**config.mk**
```make
export PLATFORM = sky130hd
export DESIGN_NAME = multicycle_control_unit
export DESIGN_NICKNAME = d
export VERILOG_FILES = /design/src/rtl/cpu_types_pkg.sv /design/src/rtl/multicycle_control_unit_decoder.sv /design/src/rtl/multicycle_control_unit.sv
export SDC_FILE = /design/constraint.sdc
export NUM_CORES = 1
export LEC_CHECK = 0
export BUFFER_PORTS_ARGS = -buffer_cell sky130_fd_sc_hd__buf_2
export CORE_UTILIZATION = 55
export DETAILED_ROUTE_END_ITERATION = 12
export PLACE_DENSITY = 0.94
export SLEW_MARGIN = 20
export SYNTH_ARGS = -nofsm -noshare
export SYNTH_HDL_FRONTEND = slang
export SYNTH_HIERARCHICAL = 1
export SYNTH_SLANG_ARGS = --single-unit
```
**constraint.sdc**
```tcl
create_clock -name CLK -period 9.1 [get_ports CLK]
set_clock_uncertainty 0.2 [all_clocks]
set_input_delay 1.82 -clock CLK [delete_from_list [all_inputs] [get_ports CLK]]
set_output_delay 1.82 -clock CLK [all_outputs]
set_load 0.05 [all_outputs]
```
**src/rtl/cpu_types_pkg.sv**
```systemverilog
// Shared MIPS control types: opcode/funct encodings, ALU ops, multicycle FSM
// states and the mux-select codes driven towards the datapath.
package cpu_types_pkg;

  localparam int unsigned OP_W    = 6;
  localparam int unsigned FUNCT_W = 6;

  typedef enum logic [OP_W-1:0] {
    OP_RTYPE = 6'h00,
    OP_J     = 6'h02,
    OP_JAL   = 6'h03,
    OP_BEQ   = 6'h04,
    OP_BNE   = 6'h05,
    OP_ADDI  = 6'h08,
    OP_ADDIU = 6'h09,
    OP_SLTI  = 6'h0A,
    OP_SLTIU = 6'h0B,
    OP_ANDI  = 6'h0C,
    OP_ORI   = 6'h0D,
    OP_XORI  = 6'h0E,
    OP_LUI   = 6'h0F,
    OP_LW    = 6'h23,
    OP_SW    = 6'h2B,
    OP_HALT  = 6'h3F
  } opcode_t;

  typedef enum logic [FUNCT_W-1:0] {
    FN_SLL  = 6'h00,
    FN_SRL  = 6'h02,
    FN_JR   = 6'h08,
    FN_ADD  = 6'h20,
    FN_ADDU = 6'h21,
    FN_SUB  = 6'h22,
    FN_SUBU = 6'h23,
    FN_AND  = 6'h24,
    FN_OR   = 6'h25,
    FN_XOR  = 6'h26,
    FN_NOR  = 6'h27,
    FN_SLT  = 6'h2A,
    FN_SLTU = 6'h2B
  } funct_t;

  typedef enum logic [3:0] {
    ALU_SLL, ALU_SRL, ALU_ADD, ALU_SUB, ALU_AND,
    ALU_OR, ALU_XOR, ALU_NOR, ALU_SLT, ALU_SLTU
  } aluop_t;

  typedef enum logic [2:0] {
    MC_RST    = 3'd0,
    MC_FETCH  = 3'd1,
    MC_DECODE = 3'd2,
    MC_EXEC   = 3'd3,
    MC_MEM    = 3'd4,
    MC_WB     = 3'd5,
    MC_HALT   = 3'd6
  } mc_state_t;

  // Sequencing class of an instruction, as seen by the FSM
  typedef enum logic [3:0] {
    CL_NOP, CL_ALU, CL_LOAD, CL_STORE, CL_BEQ,
    CL_BNE, CL_J, CL_JAL, CL_JR, CL_HALT
  } iclass_t;

  localparam logic [1:0] PCSRC_NPC    = 2'd0;
  localparam logic [1:0] PCSRC_BRANCH = 2'd1;
  localparam logic [1:0] PCSRC_JUMP   = 2'd2;
  localparam logic [1:0] PCSRC_REG    = 2'd3;

  localparam logic [1:0] WSEL_ALU  = 2'd0;
  localparam logic [1:0] WSEL_DMEM = 2'd1;
  localparam logic [1:0] WSEL_NPC  = 2'd2;
  localparam logic [1:0] WSEL_LUI  = 2'd3;

  localparam logic [1:0] REGDST_RT  = 2'd0;
  localparam logic [1:0] REGDST_RD  = 2'd1;
  localparam logic [1:0] REGDST_R31 = 2'd2;

  typedef struct packed {
    iclass_t     iclass;
    aluop_t      alu_op;
    logic        alu_src;
    logic        ext_sel;
    logic [1:0]  reg_dst;
    logic [1:0]  wsel;
    logic        illegal;
  } ctrl_t;

endpackage

```
**src/rtl/multicycle_control_unit_decoder.sv**
```systemverilog
// Combinational MIPS decode: opcode/funct to static control fields and the
// instruction class used by the sequencing FSM.
module instr_decoder
  import cpu_types_pkg::*;
(
  input  logic [OP_W-1:0]    opcode,
  input  logic [FUNCT_W-1:0] funct,
  output ctrl_t              ctrl
);

  always_comb begin
    ctrl        = '0;
    ctrl.iclass = CL_ALU;
    case (opcode)
      OP_RTYPE: begin
        ctrl.reg_dst = REGDST_RD;
        case (funct)
          FN_SLL:          ctrl.alu_op = ALU_SLL;
          FN_SRL:          ctrl.alu_op = ALU_SRL;
          FN_ADD, FN_ADDU: ctrl.alu_op = ALU_ADD;
          FN_SUB, FN_SUBU: ctrl.alu_op = ALU_SUB;
          FN_AND:          ctrl.alu_op = ALU_AND;
          FN_OR:           ctrl.alu_op = ALU_OR;
          FN_XOR:          ctrl.alu_op = ALU_XOR;
          FN_NOR:          ctrl.alu_op = ALU_NOR;
          FN_SLT:          ctrl.alu_op = ALU_SLT;
          FN_SLTU:         ctrl.alu_op = ALU_SLTU;
          FN_JR: begin
            ctrl.reg_dst = REGDST_RT;
            ctrl.iclass  = CL_JR;
          end
          default: begin
            ctrl.reg_dst = REGDST_RT;
            ctrl.iclass  = CL_NOP;
            ctrl.illegal = 1'b1;
          end
        endcase
      end
      OP_J:   ctrl.iclass = CL_J;
      OP_JAL: begin
        ctrl.iclass  = CL_JAL;
        ctrl.reg_dst = REGDST_R31;
        ctrl.wsel    = WSEL_NPC;
      end
      OP_BEQ, OP_BNE: begin
        ctrl.iclass  = (opcode == OP_BEQ) ? CL_BEQ : CL_BNE;
        ctrl.alu_op  = ALU_SUB;
        ctrl.ext_sel = 1'b1;
      end
      OP_ADDI, OP_ADDIU: begin
        ctrl.alu_op  = ALU_ADD;
        ctrl.alu_src = 1'b1;
        ctrl.ext_sel = 1'b1;
      end
      OP_SLTI, OP_SLTIU: begin
        ctrl.alu_op  = (opcode == OP_SLTI) ? ALU_SLT : ALU_SLTU;
        ctrl.alu_src = 1'b1;
        ctrl.ext_sel = 1'b1;
      end
      OP_ANDI: begin ctrl.alu_op = ALU_AND; ctrl.alu_src = 1'b1; end
      OP_ORI:  begin ctrl.alu_op = ALU_OR;  ctrl.alu_src = 1'b1; end
      OP_XORI: begin ctrl.alu_op = ALU_XOR; ctrl.alu_src = 1'b1; end
      OP_LUI: begin
        ctrl.alu_src = 1'b1;
        ctrl.wsel    = WSEL_LUI;
      end
      OP_LW, OP_SW: begin
        ctrl.iclass  = (opcode == OP_LW) ? CL_LOAD : CL_STORE;
        ctrl.alu_op  = ALU_ADD;
        ctrl.alu_src = 1'b1;
        ctrl.ext_sel = 1'b1;
        ctrl.wsel    = (opcode == OP_LW) ? WSEL_DMEM : WSEL_ALU;
      end
      OP_HALT: ctrl.iclass = CL_HALT;
      default: begin
        ctrl.iclass  = CL_NOP;
        ctrl.illegal = 1'b1;
      end
    endcase
  end

endmodule

```
**src/rtl/multicycle_control_unit.sv**
```systemverilog
// Multicycle MIPS control: sequences FETCH/DECODE/EXEC/MEM/WB, owns IR and the
// cache request handshake, and flags a hung memory bus via a wait counter.
module multicycle_control_unit
  import cpu_types_pkg::*;
#(
  parameter int unsigned WORD_W   = 32,
  parameter int unsigned WAIT_W   = 8,
  parameter int unsigned WAIT_MAX = 200
) (
  input  logic              CLK,
  input  logic              nRST,
  input  logic [WORD_W-1:0] instr,
  input  logic              ihit,
  input  logic              dhit,
  input  logic              zero,
  output logic              iREN,
  output logic              dREN,
  output logic              dWEN,
  output logic              pc_en,
  output logic [1:0]        pc_src,
  output logic              reg_wen,
  output logic [1:0]        reg_dst,
  output logic [1:0]        wsel,
  output aluop_t            alu_op,
  output logic              alu_src,
  output logic              ext_sel,
  output logic              halt,
  output logic              bus_err,
  output logic              illegal,
  output logic [2:0]        state_o
);

  localparam logic [WAIT_W-1:0] WAIT_LAST = WAIT_W'(WAIT_MAX - 1);

  mc_state_t         state, state_n;
  logic [WORD_W-1:0] ir;
  logic [WAIT_W-1:0] wait_cnt;
  logic              wait_miss, timeout;
  ctrl_t             ctrl;
  logic              unused_fields;

  instr_decoder u_dec (
    .opcode (ir[31:26]),
    .funct  (ir[5:0]),
    .ctrl   (ctrl)
  );

  assign unused_fields = ^ir[25:6];

  // The miss that would be the WAIT_MAX-th waited cycle is the one that times out
  assign wait_miss = ((state == MC_FETCH) && !ihit) || ((state == MC_MEM) && !dhit);
  assign timeout   = wait_miss && (wait_cnt >= WAIT_LAST);

  always_ff @(posedge CLK or negedge nRST) begin
    if (!nRST) begin
      state    <= MC_RST;
      ir       <= '0;
      wait_cnt <= '0;
      bus_err  <= 1'b0;
    end else begin
      state <= state_n;
      if ((state == MC_FETCH) && ihit) ir <= instr;
      if (timeout) bus_err <= 1'b1;
      if (state_n != state) wait_cnt <= '0;
      else if (wait_miss && (wait_cnt != '1)) wait_cnt <= wait_cnt + 1'b1;
    end
  end

  always_comb begin
    state_n = state;
    iREN    = 1'b0;
    dREN    = 1'b0;
    dWEN    = 1'b0;
    pc_en   = 1'b0;
    pc_src  = PCSRC_NPC;
    reg_wen = 1'b0;
    halt    = 1'b0;
    illegal = 1'b0;
    case (state)
      MC_RST:   state_n = MC_FETCH;
      MC_FETCH: begin
        iREN = 1'b1;
        if (ihit)         state_n = MC_DECODE;
        else if (timeout) state_n = MC_HALT;
      end
      MC_DECODE: begin
        illegal = ctrl.illegal;
        state_n = (ctrl.iclass == CL_HALT) ? MC_HALT : MC_EXEC;
      end
      MC_EXEC: begin
        state_n = MC_FETCH;
        case (ctrl.iclass)
          CL_BEQ: begin pc_en = 1'b1; pc_src = zero  ? PCSRC_BRANCH : PCSRC_NPC; end
          CL_BNE: begin pc_en = 1'b1; pc_src = !zero ? PCSRC_BRANCH : PCSRC_NPC; end
          CL_J:   begin pc_en = 1'b1; pc_src = PCSRC_JUMP; end
          CL_JR:  begin pc_en = 1'b1; pc_src = PCSRC_REG; end
          CL_NOP: pc_en = 1'b1;
          CL_LOAD, CL_STORE: state_n = MC_MEM;
          default: state_n = MC_WB;
        endcase
      end
      MC_MEM: begin
        dREN = (ctrl.iclass == CL_LOAD);
        dWEN = (ctrl.iclass == CL_STORE);
        if (dhit) begin
          if (ctrl.iclass == CL_LOAD) begin
            state_n = MC_WB;
          end else begin
            pc_en   = 1'b1;
            state_n = MC_FETCH;
          end
        end else if (timeout) begin
          state_n = MC_HALT;
        end
      end
      MC_WB: begin
        reg_wen = 1'b1;
        pc_en   = 1'b1;
        pc_src  = (ctrl.iclass == CL_JAL) ? PCSRC_JUMP : PCSRC_NPC;
        state_n = MC_FETCH;
      end
      MC_HALT: halt = 1'b1;
      default: state_n = MC_RST;
    endcase
  end

  always_comb begin
    alu_op  = ALU_SLL;
    alu_src = 1'b0;
    ext_sel = 1'b0;
    reg_dst = REGDST_RT;
    wsel    = WSEL_ALU;
    if ((state == MC_DECODE) || (state == MC_EXEC) || (state == MC_MEM) || (state == MC_WB)) begin
      alu_op  = ctrl.alu_op;
      alu_src = ctrl.alu_src;
      ext_sel = ctrl.ext_sel;
      reg_dst = ctrl.reg_dst;
      wsel    = ctrl.wsel;
    end
  end

  assign state_o = state;

endmodule

```
==> results.md, run 1 <==
- Post-synthesis sequential area ratio: 31.7%
- Min Clock Period, post-route: 5060 ps
- Post-synthesis compound-gate area fraction: 15.9%
- Min-Delay Path Class: flip-flop to flip-flop
- Nets: 295
- Top routing layer in use: met4
- DIE AREA: 0.00368 mm²
- Cell Pwr Density: 335 mW/mm²
- Final Cycle Share: 55.6%
- Clock buffer depth: 2
- Final HPWL DP: 3110 µm
- Chip Width: 60.7 µm
- Total gr overflow: 0
- Mapped Avg Cell Area: 8.37 µm²
- Total GRT Usage: 26.3%
- Root Buffer: clkbuf_4
- Worst hold stages: 1
- Register area: 601 µm²
- Area share of the largest cell type after synthesis: 31.7%
- FF-to-FF setup slack: 5640 ps
- Vias per std cell: 6.06
- Routed met1 length: 1980 µm
- Final Non-Filler Cells: 299
- Kind of critical path: flip-flop to output pin
- Total power: 0.000705 W
- Relative slew slack: 41.8%
- Post-CTS resize count: 0
- Netlist cell types: 56
- Simple-gate share of the synthesized area: 33.7%
- Mux contribution to synthesized area: 9.33%
- Worst Setup SP: ir[31]
- Metal3 WL: 254 µm
- Maximum clock frequency: 198 MHz
- Status: finished clean
- First-pass GRT wire length: 7290 µm
- Required time worst endpoint: 7080 ps
- Largest family of logic cells by synthesized area: simple AND/OR/NAND/NOR gates
- Post-synth top flop: dfrtp_1
- End-of-flow core utilization: 66.7%
- Post-Place Cells: 296
- Hold_sp: bus_err
- CTS tree: done
- Yosys top cell by area: dfrtp_1
- WL/cell: 14.5 µm
- Hold Buf Count CTS: 0
- Setup repair after global routing missed its margin: no
- Post-Synth Adder-Cell Area: 0.661%
- Die height: 60.7 µm
- Via count: 1813
- Worst r2r src: ir[2]
- Synth async-reset ratio: 100%
- H-tree Lvls: 1
- Final slew viol count: 0
- Area of the multi-input gates: 0.00120 mm²
- Row count: 20
- Area Growth Syn to Fin: 11.1%
- CTS buffer count: 3
- Core Region: 0.00315 mm²
- CP peak stage delay: 720 ps
- Port Buf Inserts: 39
- Diode count: 0
- Clk_lat worst skew: 310 ps
- Peak VDD IR: 172 µV
- Flops & latches, synth: 24
- Iter 0 DRT Violations: 256
- Synth area leaders: dfrtp_1 32%, mux2_2 7.7%, nor3_1 5.0%
- Post-synth EDFFs: 0
- Fin. Hold Viols: 0
- Setup TNS: 0 ps
- Synth Instances: 226
- Post-synthesis cell area: 0.00189 mm²
- Total of max-cap violations: 0
- Worst Hold Endpoint: bus_err
- Post-place instance area: 0.00208 mm²
- Yosys warns: 6
- Synth cell count leaders: 24 x dfrtp_1, 19 x nor3_1, 17 x nand2_1, 17 x nor2_1, 13 x mux2_2
- Pre-Repair DR Iteration Count: 4
- Worst Tran Pin Value: 866 ps
- Top Ports: 60
- Share of cells above drive strength 1: 23.9%
- Initial core utilization: 60.0%
- R2R depth: 8
- CP Launch Type: flip-flop
- Routed length on met2: 2060 µm
- Most numerous cell in the Yosys netlist: dfrtp_1
- FILL cells: 271
- Syn Nets: 264
- Post-CTS Repair Setup Buffers: 0
- # DRC: 0
- CP cell instances: or2_2, nor3_1, mux2_2, o22a_1, o32ai_1, buf_2
- Final design area excluding fillers: 0.00210 mm²
- Worst setup EP type: output pin
- Routed Antenna Nets: 0
- Largest net degree at the start of global routing: 25
- Final count of negative-setup-slack endpoints: 0
- Critical Path AT: 3040 ps
- Clock-pin slew on the worst setup and hold paths: 130 ps
- DRT Wirelength: 4320 µm
- CP max-delay cell: nor3_1
- Static leakage: 0.893 nW
- Vias in the first global route: 1652
- R2r endpoint: wait_cnt[1]
- Xor/xnor share of the synthesized area: 3.70%
- Initial antenna violation count: 0
- Placer Congestion: 0.914
- Clk sinks: 24
- Max FO, Critical Path: 12
worst max-delay path by stage:
stage / slack (ps) / to
global placement: 4470 / pc_en
CTS: 4090 / pc_en
global route: 3880 / pc_en
detailed placement: 4430 / pc_en
finish: 4040 / pc_en
floorplan: 3970 / pc_src[0]
cell families after synthesis:
family / Yosys count
XOR/XNOR: 8
buffers and inverters: 21
flip-flops: 24
multiplexers: 16
AO/OA/AOI/OAI: 43
adder cells (fa/ha/maj): 1
AND/OR/NAND/NOR: 113
power by group:
group | internal (W) | total (W) | switching [W]
Sequential | 0.000141 | 0.000234 | 0.0000925
Combinational | 0.000165 | 0.000425 | 0.000260
Clock | 0.0000155 | 0.0000462 | 0.0000307
layer usage:
layer  global-route usage, %  vias to the layer above
met1                    35.8                      845
met3                    3.62                        4
li1                        -                      884
met5                       0                        -
met2                    42.4                       80
met4                    10.7                        0
registers in the layout, summed over array words and instances, names as in the netlist:
| signal | count |
|---|---|
| state_o | 3 |
| bus_err | 1 |
| wait_cnt | 8 |
| ir | 12 |
stage by stage:
step | hold slack [ps] | setup WS (ps)
after floorplan | 279 | 3970
after global placement | 250 | 4470
after detailed placement | 251 | 4430
after CTS | 286 | 4090
after global routing | 304 | 3880
final | 280 | 4040
worst max-delay path, delay by kind of cell, from the launching register on:
kind	cells	cell delay (ps)
buffers and inverters	1	310
AO/OA/AOI/OAI	2	350
flip-flops	1	530
multiplexers	1	410
AND/OR/NAND/NOR	2	1120
layout make-up:
cell class | instances | share of cell area (%)
repair buffers | 39 | 9.29
inverters | 8 | 1.43
well taps | 44 | 2.62
flip-flops and latches | 24 | 28.6
multi-input cells | 181 | 57.0
clock buffers | 3 | 1.07
cells in the final DEF, fill, tap and decap left out, types with 3 or more instances in the layout:
| master | n |
|---|---|
| xor2_1 | 3 |
| o21ai_0 | 6 |
| and3_1 | 4 |
| mux2i_1 | 3 |
| nor3_1 | 19 |
| buf_2 | 39 |
| xnor2_1 | 5 |
| nand4_1 | 3 |
| o22ai_1 | 5 |
| nand2_1 | 17 |
| nor2_1 | 17 |
| dfrtp_1 | 24 |
| nand2b_1 | 4 |
| and2_1 | 11 |
| a21oi_1 | 9 |
| clkbuf_4 | 3 |
| inv_1 | 7 |
| nand3b_1 | 3 |
| nor2b_1 | 5 |
| mux2_2 | 13 |
| nand3_1 | 10 |
Power figures use the tool's default switching activity.
==> inputs of run 2 (changes only) <==
Settings changed: CORE_UTILIZATION 55 to 51, PLACE_DENSITY 0.94 to 0.89.
Clock period 9.1 ns to 4.7 ns, I/O delays scaled along.
==> results.md, run 2 (same netlist as run 1, synthesis figures left out) <==
- Worst Tran Pin Value: 714 ps (-152 ps)
- Buf+Inv Stages, Crit Path: 1 (unchanged)
- Nets: 296 (+0.34%)
- Hold Buf Count CTS: 0 (unchanged)
- Total of max-cap violations: 0 (unchanged)
- Vias per std cell: 5.97 (-1.6%)
- Area Growth Syn to Fin: 13.4%
- First-pass GRT wire length: 7360 µm (+0.95%)
- CTS buffer count: 3 (unchanged)
- Worst Hold Slack: 275 ps (-5.53 ps)
- Post-CTS resize count: 0 (unchanged)
- Setup TNS: 0 ps (unchanged)
- Port Buf Inserts: 39 (unchanged)
- Final HPWL DP: 3070 µm (-1.0%)
- Worst Hold Endpoint: bus_err
- Relative slew slack: 52.4% (+11 points)
- WL/cell: 14.1 µm (-2.3%)
- Worst hold stages: 1 (unchanged)
- CP max-delay cell: o22ai_1
- Core Region: 0.00344 mm² (+9.2%)
- Root Buffer: clkbuf_8
- Critical Path AT: 3000 ps (-40 ps)
- H-tree Lvls: 1 (unchanged)
- Total GRT Usage: 23.2% (-3.1 points)
- Post-CTS Repair Setup Buffers: 0 (unchanged)
- CP cell instances: or4_1, or3_1, o22ai_1, or4b_1, a21oi_1, o32ai_1, buf_2
- Most frequent cells in the layout: 39 x buf_2, 24 x dfrtp_1, 19 x nor3_1
- Status: finished clean
- Required time worst endpoint: 3560 ps (-3520 ps)
- CP peak stage delay: 530 ps (-190 ps)
- FILL cells: 295 (+8.9%)
- Final Cycle Share: 88.0%
- Setup repair after global routing missed its margin: no
- Clock-pin slew on the worst setup and hold paths: 80 ps (-50 ps)
- Min Clock Period, post-route: 4140 ps
- CP Launch Type: flip-flop
- Routed Antenna Nets: 0 (unchanged)
- Leading cell type in the layout, fill and taps excluded: buf_2
- Top Ports: 60 (unchanged)
- Row count: 21 (+5.0%)
- Placer Congestion: 0.952 (+4.1%)
- End-of-flow core utilization: 62.3% (-4.4 points)
- Iter 0 DRT Violations: 254 (-0.78%)
- Min-Delay Path Class: flip-flop to flip-flop
- Final slew viol count: 0 (unchanged)
- Delay-heaviest family, CP: simple AND/OR/NAND/NOR gates
- Hold_sp: bus_err
- Initial core utilization: 55.0% (-5.0 points)
- Kind of critical path: flip-flop to output pin
- Total gr overflow: 0 (unchanged)
- Pre-Repair DR Iteration Count: 4 (unchanged)
- R2r endpoint: wait_cnt[5]
- Clock buffer depth: 2 (unchanged)
- Maximum clock frequency: 242 MHz
- Die height: 62.9 µm (+3.7%)
- Vias in the first global route: 1572 (-4.8%)
- DRT Wirelength: 4280 µm (-0.97%)
- Clk sinks: 24 (unchanged)
- Cell Pwr Density: 656 mW/mm² (+96%)
- Worst r2r src: ir[2]
- Fin. Hold Viols: 0 (unchanged)
- Clk_lat worst skew: 270 ps (-40 ps)
- Static leakage: 0.913 nW (+2.3%)
- Diode count: 0 (unchanged)
- Worst setup EP type: output pin
- Largest register by flop count: ir
- Max FO, Critical Path: 10 (-2)
- # DRC: 0 (unchanged)
- Largest register FFs: 12 (unchanged)
- FF-to-FF setup slack: 1260 ps (-4380 ps)
- Share of cells above drive strength 1: 24.5% (+0.59 points)
- DIE AREA: 0.00396 mm² (+7.6%)
- Initial antenna violation count: 0 (unchanged)
- R2R depth: 8 (unchanged)
- CTS tree: done
- Largest net degree at the start of global routing: 25 (unchanged)
- Final count of negative-setup-slack endpoints: 0 (unchanged)
- Total power: 0.00141 W (+100%)
- Peak VDD IR: 271 µV (+57%)
- Via count: 1808 (-0.28%)
- Chip Width: 62.9 µm (+3.7%)
run 2: per-layer routing:
layer  GRT usage [%]  vias to the layer above  part of all wire, %
met5               0                        -                    0
met4            10.8                        0                  2.6
met3            3.47                       11                  6.6
met2            34.0                       79                   45
met1            33.2                      829                   46
li1                -                      889                    -
run 2: where the power goes:
part           internal, W  leakage [nW]  switching (W)  total [W]
sequential        0.000274         0.303       0.000176   0.000450
clock            0.0000748        0.0288      0.0000626   0.000137
combinational     0.000322         0.581       0.000497   0.000819
run 2: how the worst max path moves through the flow:
stage | from | end | slack, ps | depth (start not counted)
2_1_floorplan | ir[0] | pc_en | 470 | 6
3_3_place_gp | ir[2] | pc_en | 950 | 7
3_5_place_dp | ir[2] | pc_en | 910 | 7
4_1_cts | ir[2] | pc_en | 590 | 7
5_1_grt | ir[2] | pc_en | 370 | 7
6_report | ir[2] | pc_en | 560 | 7
run 2: through the flow:
step	setup WS (ps)	std cells	area, µm²
6_report	563	303	2140
5_1_grt	369	303	2140
4_1_cts	585	303	2140
3_5_place_dp	906	299	2090
3_3_place_gp	948	299	2090
2_1_floorplan	471	226	1890
run 2: layout make-up:
cell class                 count  area [µm²]  area share (%)
tap                           46        57.6            2.68
timing repair buffer          40         203            9.45
multi-input combinational    181        1200            55.9
inverter                       8        30.0            1.40
sequential                    24         601            28.0
clock buffer                   4        55.1            2.57
